File: config.mk
export PLATFORM = sky130hd
export DESIGN_NAME = alu_out_reg_simd
export DESIGN_NICKNAME = d
export VERILOG_FILES = /design/src/rtl/alu_simd_pkg.sv /design/src/rtl/alu_out_patdet.sv /design/src/rtl/alu_out_reg_simd.sv
export SDC_FILE = /design/constraint.sdc
export NUM_CORES = 1
export LEC_CHECK = 0
export CORE_ASPECT_RATIO = 2
export CORE_MARGIN = 5
export CORE_UTILIZATION = 31
export CTS_CLUSTER_SIZE = 20
export DETAILED_ROUTE_END_ITERATION = 12
export GPL_ROUTABILITY_DRIVEN = 0
export GPL_TIMING_DRIVEN = 0
export PLACE_DENSITY_LB_ADDON = 0.05
export SLEW_MARGIN = 20
export SYNTH_ARGS = -nofsm -noshare
export SYNTH_HDL_FRONTEND = slang
export SYNTH_SLANG_ARGS = --single-unit
File: constraint.sdc
create_clock -name clk -period 1.5 [get_ports clk]
set_input_delay 0.225 -clock clk [delete_from_list [all_inputs] [get_ports clk]]
set_output_delay 0.225 -clock clk [all_outputs]
set_load 0.005 [all_outputs]
File: src/rtl/alu_simd_pkg.sv
// Shared definitions for the SIMD ALU slice: lane-grouping modes, lane width
// and the mapping from USE_SIMD to the lanes that close each lane group.
package alu_simd_pkg;

  localparam int WIDTH_DEF = 32;
  localparam int LANES_DEF = 4;
  localparam int LANE_W    = 8;

  typedef enum logic [1:0] {
    mode_16x16     = 2'b00,
    mode_sum_16x16 = 2'b01,
    mode_sum_8x8   = 2'b10,
    mode_sum_4x4   = 2'b11
  } simd_mode_e;

  // A 1 marks the top lane of a group; lane 3 always closes a group.
  function automatic logic [3:0] group_leader_mask(input logic [1:0] use_simd);
    logic [3:0] leader;
    case (use_simd)
      mode_sum_8x8: leader = 4'b1010;
      mode_sum_4x4: leader = 4'b1111;
      default:      leader = 4'b1000;
    endcase
    return leader;
  endfunction

endpackage

File: src/rtl/alu_out_patdet.sv
// Combinational pattern / pattern-bar detector: per-lane bit-match reduction
// followed by a lane-group combine; each group result is replicated to its lanes.
module alu_out_patdet
  import alu_simd_pkg::*;
#(
  parameter int WIDTH = WIDTH_DEF,
  parameter int LANES = LANES_DEF
) (
  input  logic [1:0]       use_simd,
  input  logic [WIDTH-1:0] s,
  input  logic [WIDTH-1:0] pattern,
  input  logic [WIDTH-1:0] mask,
  output logic [LANES-1:0] pd_new,
  output logic [LANES-1:0] pbd_new
);

  localparam int LW = WIDTH / LANES;

  logic [WIDTH-1:0] bit_m;
  logic [WIDTH-1:0] bit_mb;
  logic [LANES-1:0] lane_m;
  logic [LANES-1:0] lane_mb;
  logic [LANES-1:0] leader;
  logic [LANES-1:0] seg_m;
  logic [LANES-1:0] seg_mb;

  // A bit equals ~PATTERN exactly when it differs from PATTERN.
  assign bit_m  = mask | ~(s ^ pattern);
  assign bit_mb = mask | (s ^ pattern);
  assign leader = group_leader_mask(use_simd);

  always_comb begin
    lane_m  = '0;
    lane_mb = '0;
    for (int l = 0; l < LANES; l++) begin
      lane_m[l]  = &bit_m[l*LW +: LW];
      lane_mb[l] = &bit_mb[l*LW +: LW];
    end
  end

  // seg_* accumulates the AND from the bottom of the current group up to lane l,
  // so at a leader lane it holds the whole-group result.
  always_comb begin
    seg_m     = '0;
    seg_mb    = '0;
    seg_m[0]  = lane_m[0];
    seg_mb[0] = lane_mb[0];
    for (int l = 1; l < LANES; l++) begin
      seg_m[l]  = lane_m[l]  & (leader[l-1] | seg_m[l-1]);
      seg_mb[l] = lane_mb[l] & (leader[l-1] | seg_mb[l-1]);
    end
  end

  // Broadcast each leader's group result down to the lanes below it.
  always_comb begin
    pd_new           = '0;
    pbd_new          = '0;
    pd_new[LANES-1]  = seg_m[LANES-1];
    pbd_new[LANES-1] = seg_mb[LANES-1];
    for (int l = LANES - 2; l >= 0; l--) begin
      pd_new[l]  = leader[l] ? seg_m[l]  : pd_new[l+1];
      pbd_new[l] = leader[l] ? seg_mb[l] : pbd_new[l+1];
    end
  end

endmodule

File: src/rtl/alu_out_reg_simd.sv
// P output register stage of the SIMD ALU with lane-aware pattern detect and
// DSP48-style overflow/underflow; detect logic is built only with ALU_OUT_PATDET_EN.
module alu_out_reg_simd
  import alu_simd_pkg::*;
#(
  parameter int WIDTH = WIDTH_DEF,
  parameter int LANES = LANES_DEF
) (
  input  logic             clk,
  input  logic             rst,
  input  logic             CEP,
  input  logic             RSTP,
  input  logic [1:0]       USE_SIMD,
  input  logic [WIDTH-1:0] S,
  input  logic [LANES-1:0] result_SIDM_carry_out,
  input  logic [WIDTH-1:0] PATTERN,
  input  logic [WIDTH-1:0] MASK,
  output logic [WIDTH-1:0] P,
  output logic [WIDTH-1:0] PCOUT,
  output logic [LANES-1:0] CARRYOUT,
  output logic [LANES-1:0] PATTERNDETECT,
  output logic [LANES-1:0] PATTERNBDETECT,
  output logic [LANES-1:0] OVERFLOW,
  output logic [LANES-1:0] UNDERFLOW,
  output logic [LANES-1:0] OVERFLOW_STICKY
);

  logic [WIDTH-1:0] p_q;
  logic [LANES-1:0] carry_q;

  // Carries pass through untouched; only group-top lanes are meaningful.
  always_ff @(posedge clk or posedge rst) begin
    if (rst) begin
      p_q     <= '0;
      carry_q <= '0;
    end else if (RSTP) begin
      p_q     <= '0;
      carry_q <= '0;
    end else if (CEP) begin
      p_q     <= S;
      carry_q <= result_SIDM_carry_out;
    end
  end

  assign P        = p_q;
  assign PCOUT    = p_q;
  assign CARRYOUT = carry_q;

`ifdef ALU_OUT_PATDET_EN

  logic [1:0]       simd_q;
  logic [LANES-1:0] pd_q;
  logic [LANES-1:0] pbd_q;
  logic [LANES-1:0] ovf_q;
  logic [LANES-1:0] unf_q;
  logic [LANES-1:0] sticky_q;
  logic [LANES-1:0] pd_new;
  logic [LANES-1:0] pbd_new;
  logic [LANES-1:0] pd_past;
  logic [LANES-1:0] pbd_past;
  logic [LANES-1:0] ovf_new;
  logic [LANES-1:0] unf_new;
  logic             mode_same;

  alu_out_patdet #(
    .WIDTH (WIDTH),
    .LANES (LANES)
  ) u_patdet (
    .use_simd (USE_SIMD),
    .s        (S),
    .pattern  (PATTERN),
    .mask     (MASK),
    .pd_new   (pd_new),
    .pbd_new  (pbd_new)
  );

  // History from a different lane grouping is meaningless, so it is ignored.
  assign mode_same = (USE_SIMD == simd_q);
  assign pd_past   = mode_same ? pd_q  : '0;
  assign pbd_past  = mode_same ? pbd_q : '0;
  assign ovf_new   = pd_past  & ~pd_new & ~pbd_new;
  assign unf_new   = pbd_past & ~pd_new & ~pbd_new;

  always_ff @(posedge clk or posedge rst) begin
    if (rst) begin
      simd_q   <= '0;
      pd_q     <= '0;
      pbd_q    <= '0;
      ovf_q    <= '0;
      unf_q    <= '0;
      sticky_q <= '0;
    end else if (RSTP) begin
      simd_q   <= '0;
      pd_q     <= '0;
      pbd_q    <= '0;
      ovf_q    <= '0;
      unf_q    <= '0;
      sticky_q <= '0;
    end else if (CEP) begin
      simd_q   <= USE_SIMD;
      pd_q     <= pd_new;
      pbd_q    <= pbd_new;
      ovf_q    <= ovf_new;
      unf_q    <= unf_new;
      sticky_q <= sticky_q | ovf_new | unf_new;
    end
  end

  assign PATTERNDETECT   = pd_q;
  assign PATTERNBDETECT  = pbd_q;
  assign OVERFLOW        = ovf_q;
  assign UNDERFLOW       = unf_q;
  assign OVERFLOW_STICKY = sticky_q;

`else

  logic unused_patdet_inputs;
  assign unused_patdet_inputs = ^{USE_SIMD, PATTERN, MASK};

  assign PATTERNDETECT   = '0;
  assign PATTERNBDETECT  = '0;
  assign OVERFLOW        = '0;
  assign UNDERFLOW       = '0;
  assign OVERFLOW_STICKY = '0;

`endif

endmodule

==> results of run 1 <==
## through the flow
step           setup slack [ns]  cells
2_1_floorplan             0.471    189
3_3_place_gp             -0.408    357
3_5_place_dp              0.284    358
4_1_cts                 0.00509    366
5_1_grt                 0.00727    367
6_report                 0.0409    367
## logic make-up after synthesis
group / after synthesis / synth area share [%]
buffers and inverters: 61 / 25.7
other: 1 / 0.199
and+or+nand+nor: 36 / 7.17
muxes: 36 / 19.1
DFF: 36 / 47.8
## layer usage
metal / part of all wire, % / wire (um) / vias to the layer above
li1: - / - / 737
met1: 42 / 2050 / 655
met2: 46 / 2240 / 95
met3: 11 / 514 / 8
met4: 2.0 / 96 / 0
met5: 0 / 0 / -
## cell type report
cell class | count | area (sq um)
multi-input cells | 92 | 571
repair buffers | 107 | 1130
clock inverters | 3 | 42.5
fillers | 557 | 2630
flip-flops and latches | 36 | 901
well taps | 63 | 78.8
inverters | 1 | 3.75
clock buffers | 5 | 125
plain buffers | 60 | 480
## final timing paths
path,slack [ns],endpoint,startpoint,cells after the start
max in group asynchronous,0.80,P[7]$_DFFE_PP0P_,rst,3
min in group clk,0.31,P[5]$_DFFE_PP0P_,CEP,3
setup / recovery,0.04,PCOUT[5],P[5]$_DFFE_PP0P_,2
hold / removal,0.27,P[15]$_DFFE_PP0P_,rst,2
hold reg to reg,0.53,CARRYOUT[3]$_DFFE_PP0P_,CARRYOUT[3]$_DFFE_PP0P_,2
setup reg to reg,0.69,P[22]$_DFFE_PP0P_,P[22]$_DFFE_PP0P_,3
## cell usage after synthesis
cell      count
buf_4        52
dfrtp_1      36
mux2i_1      36
nor2_1       36
buf_12        3
buf_2         3
buf_6         1
clkbuf_1      1
conb_1        1
inv_1         1
## where the power goes
part           switching [mW]  internal (mW)
clock network           0.399          0.780
logic                   0.189          0.407
registers              0.0436           1.03
## state kept, by name, indices dropped and copies added (netlist names)
register	flops
CARRYOUT	4
P	32
## what timing repair did
item                                    in CTS  in global routing
pin swaps                                    0                  0
resized for setup                            8                 21
buffers inserted                             0                  1
endpoints found under the setup margin       8                 21
==> results.ini, run 1 <==
[run_status]
status = complete, no violations

[critical_path]
worstPathCellList = buf_4 > clkdlybuf4s50_1
cp_data_arrival_time_ns = 1.23
crit_path_max_incr_delay_ns = 0.48
cp-start-kind = flip-flop
cp-end-kind = primary output
cp_data_required_time_ns = 1.27
critPathMaxFanout = 3
crit_slowest_cell = clkdlybuf4s50_1
path_class = reg -> out
cp_num_buf_inv = 2
path_delay_family = buffers and inverters

[clock_network]
htreeDepth = 2
postCtsHoldBufs = 0
clock_latency_ns = 0.28
cts.sinks = 36
root_buffer = clkbuf_16
cts_tree = yes
numCtsBuffers = 5
clkTransAtPathRegs_ns = 0.06
clock_path_buffers = 2

[global_route]
gr-usage-met1_pct = 16.4
grt_pass1_vias = 1579
use_met3_pct = 3.90
grt_usage_pct = 12.9
gr-usage-met2_pct = 20.1
antenna_found_initial = 0
grt_max_degree = 20
busiest_layer = met2
grt_overflow = 0
grt_pass1_wl_mm = 7.85

[cells_and_area]
finalInstanceArea_sq_mm = 0.00333
final_nets = 409
layout_commonest_cell = clkdlybuf4s50_1
drive_above_1_share_pct = 23.0
final_cell_mix = clkdlybuf4s50_1, buf_4, dfrtp_1, mux2i_1, nor2_1
fin_util_pct = 55.9
antennaDiodeCount = 0
syn2layout_area_growth_pct = 76.8

[die]
die_w_um = 65.1
io_pins = 194
start_util_pct = 31.6
die_h_um = 120
core_sq_mm = 0.00596
num_rows = 40
die_area_sq_mm = 0.00783

[logic_synthesis]
synth_warnings = 0
synth_cells = 170
ys_top_cells_by_area = dfrtp_1, buf_4, mux2i_1
yosysTopAreaCell = dfrtp_1
synth_area_sq_mm = 0.00188
yosys.cell_types.count = 10
synth-seq-area-share_pct = 47.8
synth_top_area_share_pct = 47.8
yosys_register_bits = 36
syn_area_per_cell_sq_um = 11.1

[routing]
totalWireLength_mm = 4.90
viasPerCell = 4.07
routed-via-count = 1495
wl_per_cell_um = 13.3
dr.pass1.iters = 4
drc = 0
drtIter0Drc = 40
ant_nets = 0

[timing]
setup_viol = 0
timing.setup.tns_ns = 0
fin_hold_ws_ns = 0.267
rsz0062_at_grt = false
clock_skew_ns = 0
maxSlewViolCount = 0
period_needed_ns = 1.46
hold_viol = 0
period_share_pct = 97.3
max_freq_mhz = 685

[pwr]
cellPowerDensity_mw_per_mm2 = 854
irDropWorstVdd_v = 0.000508
total_power_mw = 2.85
p_leak_nw = 1.99

[run]
maxCapViolations = 0

[min_path]
hold_path.class = in -> async

[place]
placed_cell_area_sq_mm = 0.00311
portBuffers = 105
dp_hpwl_mm = 3.88

(Power assumes the default switching activity.)
==> run 2: changes to the inputs <==
--- a/config.mk
+++ b/config.mk
@@ -6,7 +6,7 @@
 export NUM_CORES = 1
 export LEC_CHECK = 0
 export CORE_ASPECT_RATIO = 2
-export CORE_MARGIN = 5
+export CORE_MARGIN = 3
 export CORE_UTILIZATION = 31
 export CTS_CLUSTER_SIZE = 20
 export DETAILED_ROUTE_END_ITERATION = 12
==> run 2 against run 1 <==
Effect of this change: non-clock buffer count grew 3; sequential power is essentially flat; critical path type unchanged; fmax grew 0.29%; worst setup slack gained 0.0043 ns; core utilization grew 1.7 points; power shrank 0.18%; critical endpoint is now PCOUT[18]; clock-buffer cell count is the same; wire length shrank 5.9%; worst hold slack lost 0.087 ns; cell count grew 0.27%; via count grew 0.13%; critical path depth is the same.
==> results.ini, run 2 (synthesized netlist as in run 1, its figures left out) <==
[routing]
wl_per_cell_um = 12.5
drc = 0
totalWireLength_mm = 4.60
routed-via-count = 1497
drtIter0Drc = 28
viasPerCell = 4.07
ant_nets = 0
dr.pass1.iters = 4

[global_route]
grt_pass1_wl_mm = 6.75
antenna_found_initial = 0
gr-usage-met2_pct = 19.4
grt_usage_pct = 12.9
grt_pass1_vias = 1404
gr-usage-met1_pct = 16.2
use_met3_pct = 4.20
grt_max_degree = 29
grt_overflow = 0
busiest_layer = met2

[pwr]
p_leak_nw = 2.00
p_sw_mw = 0.622
irDropWorstVdd_v = 0.000526
cellPowerDensity_mw_per_mm2 = 849
seqPwrFrac_pct = 37.7
total_power_mw = 2.84
comb_power_share_pct = 21.1
clkPwrFrac_pct = 41.2
power_switching_share_pct = 21.9
internal_power_mw = 2.22

[die]
die_h_um = 116
die_w_um = 61.1
num_rows = 39
io_pins = 194
die_area_sq_mm = 0.00711
start_util_pct = 32.4
core_sq_mm = 0.00581

[cells_and_area]
final_nets = 412
final_cell_mix = clkdlybuf4s50_1, buf_4, dfrtp_1, mux2i_1, nor2_1
largest_reg_flops = 32
antennaDiodeCount = 0
fin_util_pct = 57.6
multi_input_area_sq_um = 571
finalInstanceArea_sq_mm = 0.00334
nFillCells = 533
layout_commonest_cell = clkdlybuf4s50_1
regArea_sq_um = 901
syn2layout_area_growth_pct = 77.5
finalNonFillerCells = 368
drive_above_1_share_pct = 23.8

[critical_path]
cp_data_arrival_time_ns = 1.23
cp-end-kind = primary output
path_class = reg -> out
cp_data_required_time_ns = 1.27
cp-start-kind = flip-flop
critPathMaxFanout = 3

[run]
maxCapViolations = 0

[timing]
setup_viol = 0
fin_hold_ws_ns = 0.180
clock_skew_ns = 0
maxSlewViolCount = 0
period_share_pct = 97.0
period_needed_ns = 1.45
hold_viol = 0
max_freq_mhz = 687

[place]
portBuffers = 105
place_inst = 356
dp_hpwl_mm = 3.55
placed_cell_area_sq_mm = 0.00310

[run_status]
status = complete, no violations

[min_path]
hold_path.class = in -> async

[clock_network]
clock_latency_ns = 0.27
numCtsBuffers = 5
cts_tree = yes
clkTransAtPathRegs_ns = 0.06
clock_path_buffers = 2
cts.sinks = 36
htreeDepth = 2
root_buffer = clkbuf_16
postCtsHoldBufs = 0

==> run 2: changes by cell type in the layout (fill, tap and decap cells not counted), sizes merged <==
cell and change:
clkdlybuf4s50 +1, buf +3, dlygate4sd2 -1
==> run 2: layout make-up <==
cell class	count	area share [%]
timing repair buffer	110	34.2
sequential	36	26.9
multi-input combinational	92	17.1
buffer	60	14.4
clock buffer	5	3.74
tap	61	2.28
clock inverter	3	1.27
inverter	1	0.112
==> run 2: critical path, stage by stage (launching register included) <==
cell and delay (ns):
dfrtp_1 0.36, buf_4 0.11, clkdlybuf4s50_1 0.48
==> run 2: repair_timing <==
item,in CTS,in global routing
gates cloned,0,0
setup buffers,0,4
hold endpoints to repair,0,0
setup endpoints to repair,7,22
gates resized for setup,7,21
pin swaps,0,0
==> run 2: path summary, 6_finish.rpt <==
path,startpoint,endpoint,slack [ns],cells after the start
setup reg to reg,P[20]$_DFFE_PP0P_,P[20]$_DFFE_PP0P_,0.69,3
max in group asynchronous,rst,P[25]$_DFFE_PP0P_,0.91,3
hold reg to reg,CARRYOUT[0]$_DFFE_PP0P_,CARRYOUT[0]$_DFFE_PP0P_,0.54,2
setup / recovery,P[18]$_DFFE_PP0P_,PCOUT[18],0.05,2
hold / removal,rst,P[20]$_DFFE_PP0P_,0.18,2
min in group clk,CEP,P[4]$_DFFE_PP0P_,0.32,3
==> run 2: per-layer routing <==
layer	part of all wire, %	vias up
li1	-	738
met1	39	658
met2	47	95
met3	12	6
met4	2.0	0
met5	0	-
==> run 2: power by group through the flow <==
stage / logic, mW / registers [mW] / clock network, mW
after floorplan: 0.271 / 1.09 / 0
after global placement: 0.606 / 1.09 / 0
after detailed placement: 0.617 / 1.09 / 0
after CTS: 0.611 / 1.07 / 1.22
after global routing: 0.656 / 1.08 / 1.25
final: 0.599 / 1.07 / 1.17
==> run 2: through the flow <==
stage                     worst slack (ns)   TNS, ns
after CTS                         0.000609         0
after global routing              -0.00318  -0.00318
after global placement              -0.442    -15.84
after detailed placement             0.294         0
after floorplan                      0.471         0
final                               0.0452         0
==> variant (settings of run 2) <==
Register the input `result_SIDM_carry_out` before use, with the module's reset. The logic sees it one clock later. The other inputs are not delayed to match.
--- a/src/rtl/alu_out_reg_simd.sv
+++ b/src/rtl/alu_out_reg_simd.sv
@@ -25,6 +25,16 @@
   output logic [LANES-1:0] OVERFLOW_STICKY
 );
 
+  logic [LANES-1:0] result_SIDM_carry_out_q;
+
+  always_ff @(posedge clk or posedge rst) begin
+    if (rst) begin
+      result_SIDM_carry_out_q <= '0;
+    end else begin
+      result_SIDM_carry_out_q <= result_SIDM_carry_out;
+    end
+  end
+
   logic [WIDTH-1:0] p_q;
   logic [LANES-1:0] carry_q;
 
@@ -38,7 +48,7 @@
       carry_q <= '0;
     end else if (CEP) begin
       p_q     <= S;
-      carry_q <= result_SIDM_carry_out;
+      carry_q <= result_SIDM_carry_out_q;
     end
   end
 
Check against the original RTL: not equivalent (a bounded check fails within 4 cycles, from zero or initial values and one cycle with rst high).
==> variant against run 2 <==
  * Final area is 3.7% higher
  * Sequential cell count is 4 higher
  * Largest power group unchanged
  * Register-to-register slack worse by 0.03 ns
  * Highest routed layer unchanged
  * Synthesized area is 5.3% higher
  * Worst setup slack worse by 0.035 ns
  * Count of clock-buffer cells in the layout is 1 higher
  * Routed wire length is 4.7% higher
  * Total power is 5.2% higher
==> variant: results (changes against run 2) <==
| Metric | Value |
|---|---|
| Post-synthesis mux area share | 18.2% (-0.96 points) |
| Port Buf Inserts | 105 (unchanged) |
| Filler cells | 577 (+8.3%) |
| Layout cells sized above 1 | 23.2% (-0.63 points) |
| Post-placement setup slack | 0.288 ns (-0.00631 ns) |
| First-pass GRT wire length | 7.72 mm (+14%) |
| Leak | 2.02 nW (+1.2%) |
| Synth area leaders | dfrtp_1 50%, buf_4 20%, mux2i_1 18%, nor2_1 6.8%, buf_12 3.0% |
| Skew-Pair Late Insertion Delay | between 0.2 and 0.3 ns |
| H-tree lvl count | 2 (unchanged) |
| Synth Area in Compound Gates | 0% (unchanged) |
| CP delay by family, top | buffers and inverters |
| DRT Pass-1 Iters | 4 (unchanged) |
| Post-Synth XOR/XNOR Area | 0% (unchanged) |
| Antenna diodes | 0 (unchanged) |
| Pin count of the biggest net entering global routing | 34 (+17%) |
| Yosys cell types | 10 (unchanged) |
| Vias in the first global route | 1554 (+11%) |
| Total CTS buffers | 5 (unchanged) |
| Max Root-Sink Buffers | 2 (unchanged) |
| Yosys warnings | 0 (unchanged) |
| DRT iter0 DRCs | 37 (+32%) |
| Adder-cell area share of the yosys netlist | 0% (unchanged) |
| CP arrival | 1.27 ns (+0.04 ns) |
| CP max stage cell | clkdlybuf4s50_1 |
| DP HPWL | 3.68 mm (+3.6%) |
| Most frequent cells after synthesis | 52 x buf_4, 40 x dfrtp_1, 36 x mux2i_1, 36 x nor2_1 |
| Worst hold path class | input port to async pin |
| Initial antenna violation count | 0 (unchanged) |
| Routed len/inst | 12.2 µm (-2.5%) |
| Setup Skew | 0.000703 ns (+0.000703 ns) |
| Asr flop ratio synth | 100% (unchanged) |
| Sequential area share after synthesis | 50.4% (+2.6 points) |
| Max reg flops | 32 (unchanged) |
| Crit path max fanout | 3 (unchanged) |
| Routed via count | 1546 (+3.3%) |
| Outcome | completed |
| GRT Total Usage | 13.3% (+0.41 points) |
| Worst-path clk slew | 0.06 ns (about the same) |
| Fin nets | 416 (+0.97%) |
| CTS root buf | clkbuf_16 |
| Max IR drop VDD | 0.000662 V (+26%) |
| CP peak stage delay | 0.48 ns (about the same) |
==> variant: cell count changes after synthesis <==
| cell | delta |
|---|---|
| dfrtp_1 | +4 |
==> variant: final timing paths <==
kind	from	end	slack (ns)	cells after the start
setup / recovery	P[20]$_DFFE_PP0P_	PCOUT[20]	0.01	2
hold / removal	rst	CARRYOUT[2]$_DFFE_PP0P_	0.16	2
setup reg to reg	P[20]$_DFFE_PP0P_	P[20]$_DFFE_PP0P_	0.66	3
hold reg to reg	result_SIDM_carry_out_q[0]$_DFF_PP0_	CARRYOUT[0]$_DFFE_PP0P_	0.49	2
max in group asynchronous	rst	P[30]$_DFFE_PP0P_	0.91	3
min in group clk	CEP	P[7]$_DFFE_PP0P_	0.31	3
==> variant: per-layer routing <==
layer	GRT usage [%]	vias to the layer above	share of wire (%)
met1	15.6	688	41
met4	6.22	0	2.4
met5	0	-	0
met2	21.7	99	48
met3	4.34	9	9.2
li1	-	750	-
==> variant: power by group <==
part           leakage, nW  switching (W)  internal (W)
sequential           0.524      0.0000442       0.00114
combinational         1.42       0.000192      0.000414
clock               0.0808       0.000416      0.000782
total                 2.02       0.000652       0.00234
==> variant: worst register-to-register path, cell delays in order, from the launching register on <==
cell     delay [ns]
dfrtp_1        0.40
buf_4          0.14
mux2i_1        0.12
nor2_1         0.06
==> variant: stage by stage <==
| stage | std cells | total power (W) | utilization, % | cell area, µm² |
|---|---|---|---|---|
| 2_1_floorplan | 193 | 0.00147 | - | 2060 |
| 3_3_place_gp | 382 | 0.00181 | 52.6 | 3210 |
| 3_5_place_dp | 383 | 0.00182 | 52.9 | 3230 |
| 4_1_cts | 392 | 0.00305 | 55.6 | 3400 |
| 5_1_grt | 395 | 0.00313 | 56.8 | 3470 |
| 6_report | 395 | 0.00299 | 56.8 | 3470 |
==> variant: cells by family (layout without fill, tap and decap cells) <==
logic type / Yosys count / after routing
AND/OR/NAND/NOR: 36 / 36
buffers and inverters: 61 / 179
other: 1 / 20
multiplexers: 36 / 36
flip-flops: 40 / 40
==> variant: what timing repair did <==
| action | in CTS | in global routing |
|---|---|---|
| resized for setup | 5 | 20 |
| setup endpoints to repair | 6 | 23 |
| setup buffers | 1 | 4 |
==> variant: layout make-up <==
type | instances | share of cell area [%]
Timing Repair Buffer | 111 | 33.2
Sequential cell | 40 | 28.8
Multi-Input combinational cell | 92 | 16.4
Buffer | 59 | 13.6
Clock buffer | 6 | 3.71
Tap cell | 84 | 3.03
Clock inverter | 2 | 1.01
Inverter | 1 | 0.108
